[src/rtl/sfp_frame_rx_if.sv]
// Serial-side and drive-word signals of the SFP frame receiver.
// master = line/stimulus side, slave = receiver.
interface sfp_frame_rx_if;
  logic       i_rxd;
  logic       i_sfp_loss_sig;
  logic [7:0] o_data;
  logic       o_data_vld;
  logic       o_par_err;
  logic       o_frm_err;
  logic       o_link_ok;
  logic [7:0] o_out;

  modport master (
    output i_rxd, i_sfp_loss_sig,
    input  o_data, o_data_vld, o_par_err, o_frm_err, o_link_ok, o_out
  );

  modport slave (
    input  i_rxd, i_sfp_loss_sig,
    output o_data, o_data_vld, o_par_err, o_frm_err, o_link_ok, o_out
  );
endinterface

[src/rtl/sfp_frame_rx.sv]
// SFP link receiver: recovers 11-bit gate frames from the oversampled line and
// qualifies the link. Optional macro SFP_RX_MAJORITY_EN: 2-of-3 bit voting.
module sfp_frame_rx #(
  parameter int unsigned OVS      = 4,
  parameter int unsigned TIMEOUT  = 600,
  parameter int unsigned LOCK_CNT = 2
) (
  input  logic            i_clk,
  input  logic            i_res_n,
  sfp_frame_rx_if.slave   bus
);

  localparam int unsigned TW  = (OVS > 1) ? $clog2(OVS) : 1;
  localparam int unsigned TOW = $clog2(TIMEOUT + 1);
  localparam int unsigned GW  = $clog2(LOCK_CNT + 1);

  typedef enum logic [2:0] {
    ST_IDLE, ST_START, ST_DATA, ST_PARITY, ST_STOP, ST_BREAK
  } state_e;

  logic rxd_s1_q, rxd_s2_q, rxd_h1_q;
  logic los_s1_q, los_s2_q;
`ifdef SFP_RX_MAJORITY_EN
  logic rxd_h2_q;
`endif

  state_e           state_q, state_d;
  logic [TW-1:0]    tmr_q, tmr_d;
  logic [2:0]       bit_cnt_q, bit_cnt_d;
  logic [7:0]       sh_q, sh_d;
  logic             par_bad_q, par_bad_d;
  logic [7:0]       data_q, data_d;
  logic             vld_q, vld_d;
  logic             par_err_q, par_err_d;
  logic             frm_err_q, frm_err_d;
  logic             link_q, link_d;
  logic [7:0]       out_q, out_d;
  logic [TOW-1:0]   to_q, to_d;
  logic [GW-1:0]    good_q, good_d;
  logic             bit_c, tick_c, good_evt_c, err_evt_c;

  // Line and LOS synchronisers; rxd history feeds edge detect and bit decision.
  always_ff @(posedge i_clk or negedge i_res_n) begin
    if (!i_res_n) begin
      rxd_s1_q <= 1'b1;
      rxd_s2_q <= 1'b1;
      rxd_h1_q <= 1'b1;
      los_s1_q <= 1'b1;
      los_s2_q <= 1'b1;
`ifdef SFP_RX_MAJORITY_EN
      rxd_h2_q <= 1'b1;
`endif
    end else begin
      rxd_s1_q <= bus.i_rxd;
      rxd_s2_q <= rxd_s1_q;
      rxd_h1_q <= rxd_s2_q;
      los_s1_q <= bus.i_sfp_loss_sig;
      los_s2_q <= los_s1_q;
`ifdef SFP_RX_MAJORITY_EN
      rxd_h2_q <= rxd_h1_q;
`endif
    end
  end

  // Decision is made one clock after the nominal sample so both modes share latency.
`ifdef SFP_RX_MAJORITY_EN
  assign bit_c = (rxd_s2_q & rxd_h1_q) | (rxd_s2_q & rxd_h2_q) | (rxd_h1_q & rxd_h2_q);
`else
  assign bit_c = rxd_h1_q;
`endif

  assign tick_c = (tmr_q == '0);

  always_comb begin
    state_d    = state_q;
    tmr_d      = tmr_q;
    bit_cnt_d  = bit_cnt_q;
    sh_d       = sh_q;
    par_bad_d  = par_bad_q;
    data_d     = data_q;
    vld_d      = 1'b0;
    par_err_d  = 1'b0;
    frm_err_d  = 1'b0;
    link_d     = link_q;
    to_d       = to_q;
    good_d     = good_q;
    good_evt_c = 1'b0;
    err_evt_c  = 1'b0;
    out_d      = link_q ? data_q : 8'h00;

    case (state_q)
      ST_IDLE: begin
        if (rxd_h1_q && !rxd_s2_q) begin
          state_d = ST_START;
          tmr_d   = TW'(OVS / 2);
        end
      end
      ST_START: begin
        if (!tick_c) begin
          tmr_d = tmr_q - TW'(1);
        end else if (bit_c) begin
          state_d = ST_IDLE;
        end else begin
          state_d   = ST_DATA;
          tmr_d     = TW'(OVS - 1);
          bit_cnt_d = 3'd0;
        end
      end
      ST_DATA: begin
        if (!tick_c) begin
          tmr_d = tmr_q - TW'(1);
        end else begin
          sh_d      = {bit_c, sh_q[7:1]};
          tmr_d     = TW'(OVS - 1);
          bit_cnt_d = bit_cnt_q + 3'd1;
          if (bit_cnt_q == 3'd7) state_d = ST_PARITY;
        end
      end
      ST_PARITY: begin
        if (!tick_c) begin
          tmr_d = tmr_q - TW'(1);
        end else begin
          par_bad_d = bit_c ^ (^sh_q);
          tmr_d     = TW'(OVS - 1);
          state_d   = ST_STOP;
        end
      end
      ST_STOP: begin
        if (!tick_c) begin
          tmr_d = tmr_q - TW'(1);
        end else if (!bit_c) begin
          frm_err_d = 1'b1;
          err_evt_c = 1'b1;
          state_d   = ST_BREAK;
        end else if (par_bad_q) begin
          par_err_d = 1'b1;
          err_evt_c = 1'b1;
          state_d   = ST_IDLE;
        end else begin
          data_d     = sh_q;
          vld_d      = 1'b1;
          good_evt_c = 1'b1;
          state_d    = ST_IDLE;
        end
      end
      ST_BREAK: begin
        if (rxd_s2_q) state_d = ST_IDLE;
      end
      default: state_d = ST_IDLE;
    endcase

    // Loss of light wins over everything, including a frame completing now.
    if (los_s2_q) begin
      state_d   = ST_IDLE;
      data_d    = data_q;
      vld_d     = 1'b0;
      par_err_d = 1'b0;
      frm_err_d = 1'b0;
      to_d      = TOW'(TIMEOUT);
      good_d    = '0;
      link_d    = 1'b0;
    end else begin
      if (good_evt_c)                      to_d = '0;
      else if (to_q != TOW'(TIMEOUT))      to_d = to_q + TOW'(1);
      if (err_evt_c)                       good_d = '0;
      else if (good_evt_c && good_q != GW'(LOCK_CNT)) good_d = good_q + GW'(1);
      if (good_d == GW'(LOCK_CNT))         link_d = 1'b1;
      if (to_d == TOW'(TIMEOUT)) begin
        good_d = '0;
        link_d = 1'b0;
      end
    end
  end

  always_ff @(posedge i_clk or negedge i_res_n) begin
    if (!i_res_n) begin
      state_q   <= ST_IDLE;
      tmr_q     <= '0;
      bit_cnt_q <= 3'd0;
      sh_q      <= 8'h00;
      par_bad_q <= 1'b0;
      data_q    <= 8'h00;
      vld_q     <= 1'b0;
      par_err_q <= 1'b0;
      frm_err_q <= 1'b0;
      link_q    <= 1'b0;
      out_q     <= 8'h00;
      to_q      <= TOW'(TIMEOUT);
      good_q    <= '0;
    end else begin
      state_q   <= state_d;
      tmr_q     <= tmr_d;
      bit_cnt_q <= bit_cnt_d;
      sh_q      <= sh_d;
      par_bad_q <= par_bad_d;
      data_q    <= data_d;
      vld_q     <= vld_d;
      par_err_q <= par_err_d;
      frm_err_q <= frm_err_d;
      link_q    <= link_d;
      out_q     <= out_d;
      to_q      <= to_d;
      good_q    <= good_d;
    end
  end

  assign bus.o_data     = data_q;
  assign bus.o_data_vld = vld_q;
  assign bus.o_par_err  = par_err_q;
  assign bus.o_frm_err  = frm_err_q;
  assign bus.o_link_ok  = link_q;
  assign bus.o_out      = out_q;

endmodule

[src/flat_wrapper.sv]
// flat-port wrapper written by rule: the top's interface ports become plain ports
module sfp_frame_rx_flat 
#(
  parameter int unsigned OVS      = 4,
  parameter int unsigned TIMEOUT  = 600,
  parameter int unsigned LOCK_CNT = 2
)
  (i_clk, i_res_n, bus_i_rxd, bus_i_sfp_loss_sig, bus_o_data, bus_o_data_vld, bus_o_par_err, bus_o_frm_err, bus_o_link_ok, bus_o_out);
  sfp_frame_rx_if bus_i ();
  input  logic i_clk;
  input  logic i_res_n;
  input wire logic [$bits(bus_i.i_rxd)-1:0] bus_i_rxd;
  input wire logic [$bits(bus_i.i_sfp_loss_sig)-1:0] bus_i_sfp_loss_sig;
  output wire logic [$bits(bus_i.o_data)-1:0] bus_o_data;
  output wire logic [$bits(bus_i.o_data_vld)-1:0] bus_o_data_vld;
  output wire logic [$bits(bus_i.o_par_err)-1:0] bus_o_par_err;
  output wire logic [$bits(bus_i.o_frm_err)-1:0] bus_o_frm_err;
  output wire logic [$bits(bus_i.o_link_ok)-1:0] bus_o_link_ok;
  output wire logic [$bits(bus_i.o_out)-1:0] bus_o_out;
  assign bus_i.i_rxd = bus_i_rxd;
  assign bus_i.i_sfp_loss_sig = bus_i_sfp_loss_sig;
  assign bus_o_data = bus_i.o_data;
  assign bus_o_data_vld = bus_i.o_data_vld;
  assign bus_o_par_err = bus_i.o_par_err;
  assign bus_o_frm_err = bus_i.o_frm_err;
  assign bus_o_link_ok = bus_i.o_link_ok;
  assign bus_o_out = bus_i.o_out;
  sfp_frame_rx #(.OVS(OVS), .TIMEOUT(TIMEOUT), .LOCK_CNT(LOCK_CNT)) u_core (.i_clk(i_clk), .i_res_n(i_res_n), .bus(bus_i));
endmodule
[config.mk]
export PLATFORM = sky130hd
export DESIGN_NAME = sfp_frame_rx_flat
export DESIGN_NICKNAME = d
export VERILOG_FILES = /design/src/rtl/sfp_frame_rx_if.sv /design/src/rtl/sfp_frame_rx.sv /design/src/flat_wrapper.sv
export SDC_FILE = /design/constraint.sdc
export NUM_CORES = 1
export LEC_CHECK = 0
export ABC_AREA = 1
export CORE_ASPECT_RATIO = 1.5
export CORE_MARGIN = 2
export CORE_UTILIZATION = 35
export CTS_BUF_LIST = sky130_fd_sc_hd__clkbuf_4 sky130_fd_sc_hd__clkbuf_8
export DETAILED_ROUTE_END_ITERATION = 10
export PLACE_DENSITY = 0.56
export SLEW_MARGIN = 15
export SYNTH_ARGS = -nofsm -noshare
export SYNTH_HDL_FRONTEND = slang
export SYNTH_SLANG_ARGS = --single-unit
[constraint.sdc]
create_clock -name i_clk -period 2.4 [get_ports i_clk]
set_input_delay 0.48 -clock i_clk [delete_from_list [all_inputs] [get_ports i_clk]]
set_output_delay 0.48 -clock i_clk [all_outputs]
set_load 0.02 [all_outputs]
==> flow_summary.json <==
{
  "num_rows": 38,
  "rsz0062_at_grt": "no",
  "fin_setup_tns_ps": 0,
  "ys_warn_count": 0,
  "synthXorXnorAreaFrac_pct": 3.425,
  "synthMuxAreaShare_pct": 0,
  "antenna_found_initial": 0,
  "ys_ff_latch": 54,
  "worst_clock_skew_ps": 11.06,
  "tightestPinTransition_ps": 669.2,
  "r2r-start": "u_core.tmr_q[0]$_DFFE_PN0P_",
  "core_area_sq_um": 7179,
  "synth_cell_types": 26,
  "path_cells": "clkdlybuf4s50_1",
  "hold_path.class": "primary input to async pin",
  "cts_resized": 0,
  "worst-path-max-fanout": 10,
  "path_depth": 1,
  "slowest_stage": "clkdlybuf4s50_1",
  "synth_compound_area_share_pct": 7.877,
  "ff2ff_setup_slack_ps": 500,
  "start_util_pct": 35.62,
  "post_cts_buffers": 0,
  "dpl.hpwl_microns": 3777,
  "vias": 2002,
  "hold_violations": 0,
  "clock_sinks": 54,
  "die_h_microns": 108.7,
  "io_pins": 24,
  "drt_iter0_markers": 103,
  "crit_type": "register to primary output",
  "reg2regPathDepth": 12,
  "final_cell_mix": "nand2_1 (70), inv_1 (47), dfrtp_1 (45), nor2_1 (34), o21ai_0 (30)",
  "cts_tree": "done",
  "worstPathArrival_ps": 1560,
  "final_common_cell": "nand2_1",
  "synthAdderAreaFrac_pct": 2.935,
  "p_leak_nw": 1.501,
  "synthSimpleGateAreaFrac_pct": 24.36,
  "synth_cells": 304,
  "grt_pass1_wl_microns": 8859,
  "crit_path_end": "bus_o_link_ok",
  "syn_area_per_cell_sq_um": 8.413,
  "drc": 0,
  "synthTopCellsByArea": "dfrtp_1 (44%), nand2_1 (10%), dfstp_2 (9.2%)",
  "synth_top_area_share_pct": 44.03,
  "die-area_sq_um": 8021,
  "cp-startpoint": "u_core.bus.o_link_ok$_DFFE_PN0P_",
  "synth_top_area_cell": "dfrtp_1",
  "critPathMaxStageDelay_ps": 680,
  "die_x_microns": 73.80,
  "status": "completed",
  "grt_max_degree": 55,
  "wire_per_inst_microns": 11.90,
  "slew_headroom_pct": 55.39,
  "end_kind": "primary output",
  "dr.pass1.iters": 4,
  "max_clock_freq_mhz": 491.1,
  "setup_violations": 0,
  "fin_crit_sh_pct": 84.84,
  "syn-num-nets": 314,
  "utilization_pct": 41.72,
  "ant_nets": 0,
  "reg2reg_to": "u_core.good_q[0]$_DFF_PN0_",
  "power.density_nw_per_um2": 701.0,
  "io_buffers": 23,
  "cts-root-buf": "clkbuf_8",
  "fill_cells": 737,
  "vias_per_cell": 4.634,
  "clk_pin_slew_ps": 100,
  "grt_pass1_vias": 2025,
  "grt_overflow": 0,
  "antennaDiodeCount": 0,
  "critPathBufInv": 1,
  "htreeDepth": 2,
  "ctsHoldBuffers": 0,
  "wirelength_microns": 5142,
  "drive_above_1_share_pct": 8.434,
  "area_growth_pct": 17.12,
  "clockBufferDepth": 2,
  "cp-start-kind": "register",
  "synth_area_sq_um": 2557,
  "synth_top_family_by_area": "simple AND/OR/NAND/NOR gates",
  "ir_drop_mv": 0.2683,
  "cp_data_required_time_ps": 1920,
  "crit_family": "buffers and inverters",
  "numCtsBuffers": 5,
  "synth_seq_area_share_pct": 53.28,
  "finalMaxSlewViolations": 0,
  "routabilityCongestion": 0.9477,
  "cap_violations": 0,
  "grtUsageTotal_pct": 14.37,
  "worstSkewPairLatency_ps": 320,
  "post-route-min-period_ps": 2036,
  "nNetsFinal": 341
}
## kinds of logic after synthesis
kind of cell | count (synthesis)
AND/OR/NAND/NOR | 144
flip-flops | 54
buffers and inverters | 53
AO/OA/AOI/OAI | 37
XOR/XNOR | 10
adder cells (fa/ha/maj) | 6
## metrics by stage
step	std cells	hold WS, ps	area (sq um)	power (mW)	worst slack (ps)
2_1_floorplan	304	184.4	2557	1.437	784.7
3_3_place_gp	424	346.8	2895	1.551	583.3
3_5_place_dp	424	348.9	2895	1.571	508.6
4_1_cts	432	291.1	2995	2.133	328.5
5_1_grt	432	327.3	2995	2.277	277.2
6_report	432	268.0	2995	2.100	363.9
## power breakdown
| group | leakage (nW) | internal [mW] | switching (mW) | total (mW) |
|---|---|---|---|---|
| combinational | 0.734 | 0.181 | 0.312 | 0.493 |
| clock | 0.0514 | 0.238 | 0.313 | 0.551 |
| sequential | 0.715 | 0.981 | 0.0751 | 1.06 |
## routing by layer
| layer | vias to the layer above | wire [microns] | track usage (%) |
|---|---|---|---|
| met3 | 17 | 152 | 3.142 |
| li1 | 1009 | - | - |
| met1 | 939 | 2098 | 15.69 |
| met4 | 0 | 182 | 8.312 |
| met2 | 37 | 2708 | 25.00 |
| met5 | - | 0 | 0 |
## final cells by class
cell class	count	area [sq um]	share of cell area (%)
well taps	100	125.1	4.177
inverters	48	180.2	6.015
flip-flops and latches	54	1363	45.49
clock inverters	2	17.52	0.5848
multi-input cells	197	987.2	32.96
clock buffers	6	82.58	2.757
repair buffers	25	240.2	8.020
## how the worst min path moves through the flow
stage / start / endpoint / slack [ps] / cells after the start
after detailed placement: u_core.rxd_s1_q$_DFF_PN1_ / u_core.rxd_s2_q$_DFF_PN1_ / 350 / 0
after global placement: u_core.los_s1_q$_DFF_PN1_ / u_core.los_s2_q$_DFF_PN1_ / 350 / 0
final: i_res_n / u_core.bus.o_out[4]$_DFF_PN0_ / 270 / 2
after CTS: i_res_n / u_core.bus.o_out[6]$_DFF_PN0_ / 290 / 2
after global routing: i_res_n / u_core.bus.o_out[6]$_DFF_PN0_ / 330 / 2
after floorplan: i_res_n / u_core.bit_cnt_q[0]$_DFFE_PN0P_ / 180 / 0
## state kept, by name, summed over array words and instances, names as in the netlist, 2 cells and up
signal and count:
u_core.sh_q 8, u_core.tmr_q 2, u_core.bus.o_out 8, u_core.bus.o_data 8, u_core.to_q 10, u_core.bit_cnt_q 3
u_core.state_q 3, u_core.good_q 2
## cell usage after synthesis, drive strengths merged
cell,number
clkinv,1
dfstp,9
inv,47
o41ai,1
a21oi,2
o311ai,1
o21ai,31
nor3,5
xnor2,5
nand2,72
nand3,21
o21bai,1
nor2,38
clkbuf,3
o211ai,1
xor2,5
or2,1
ha,6
dfrtp,45
buf,2
nand4,7
(Power assumes the default switching activity.)
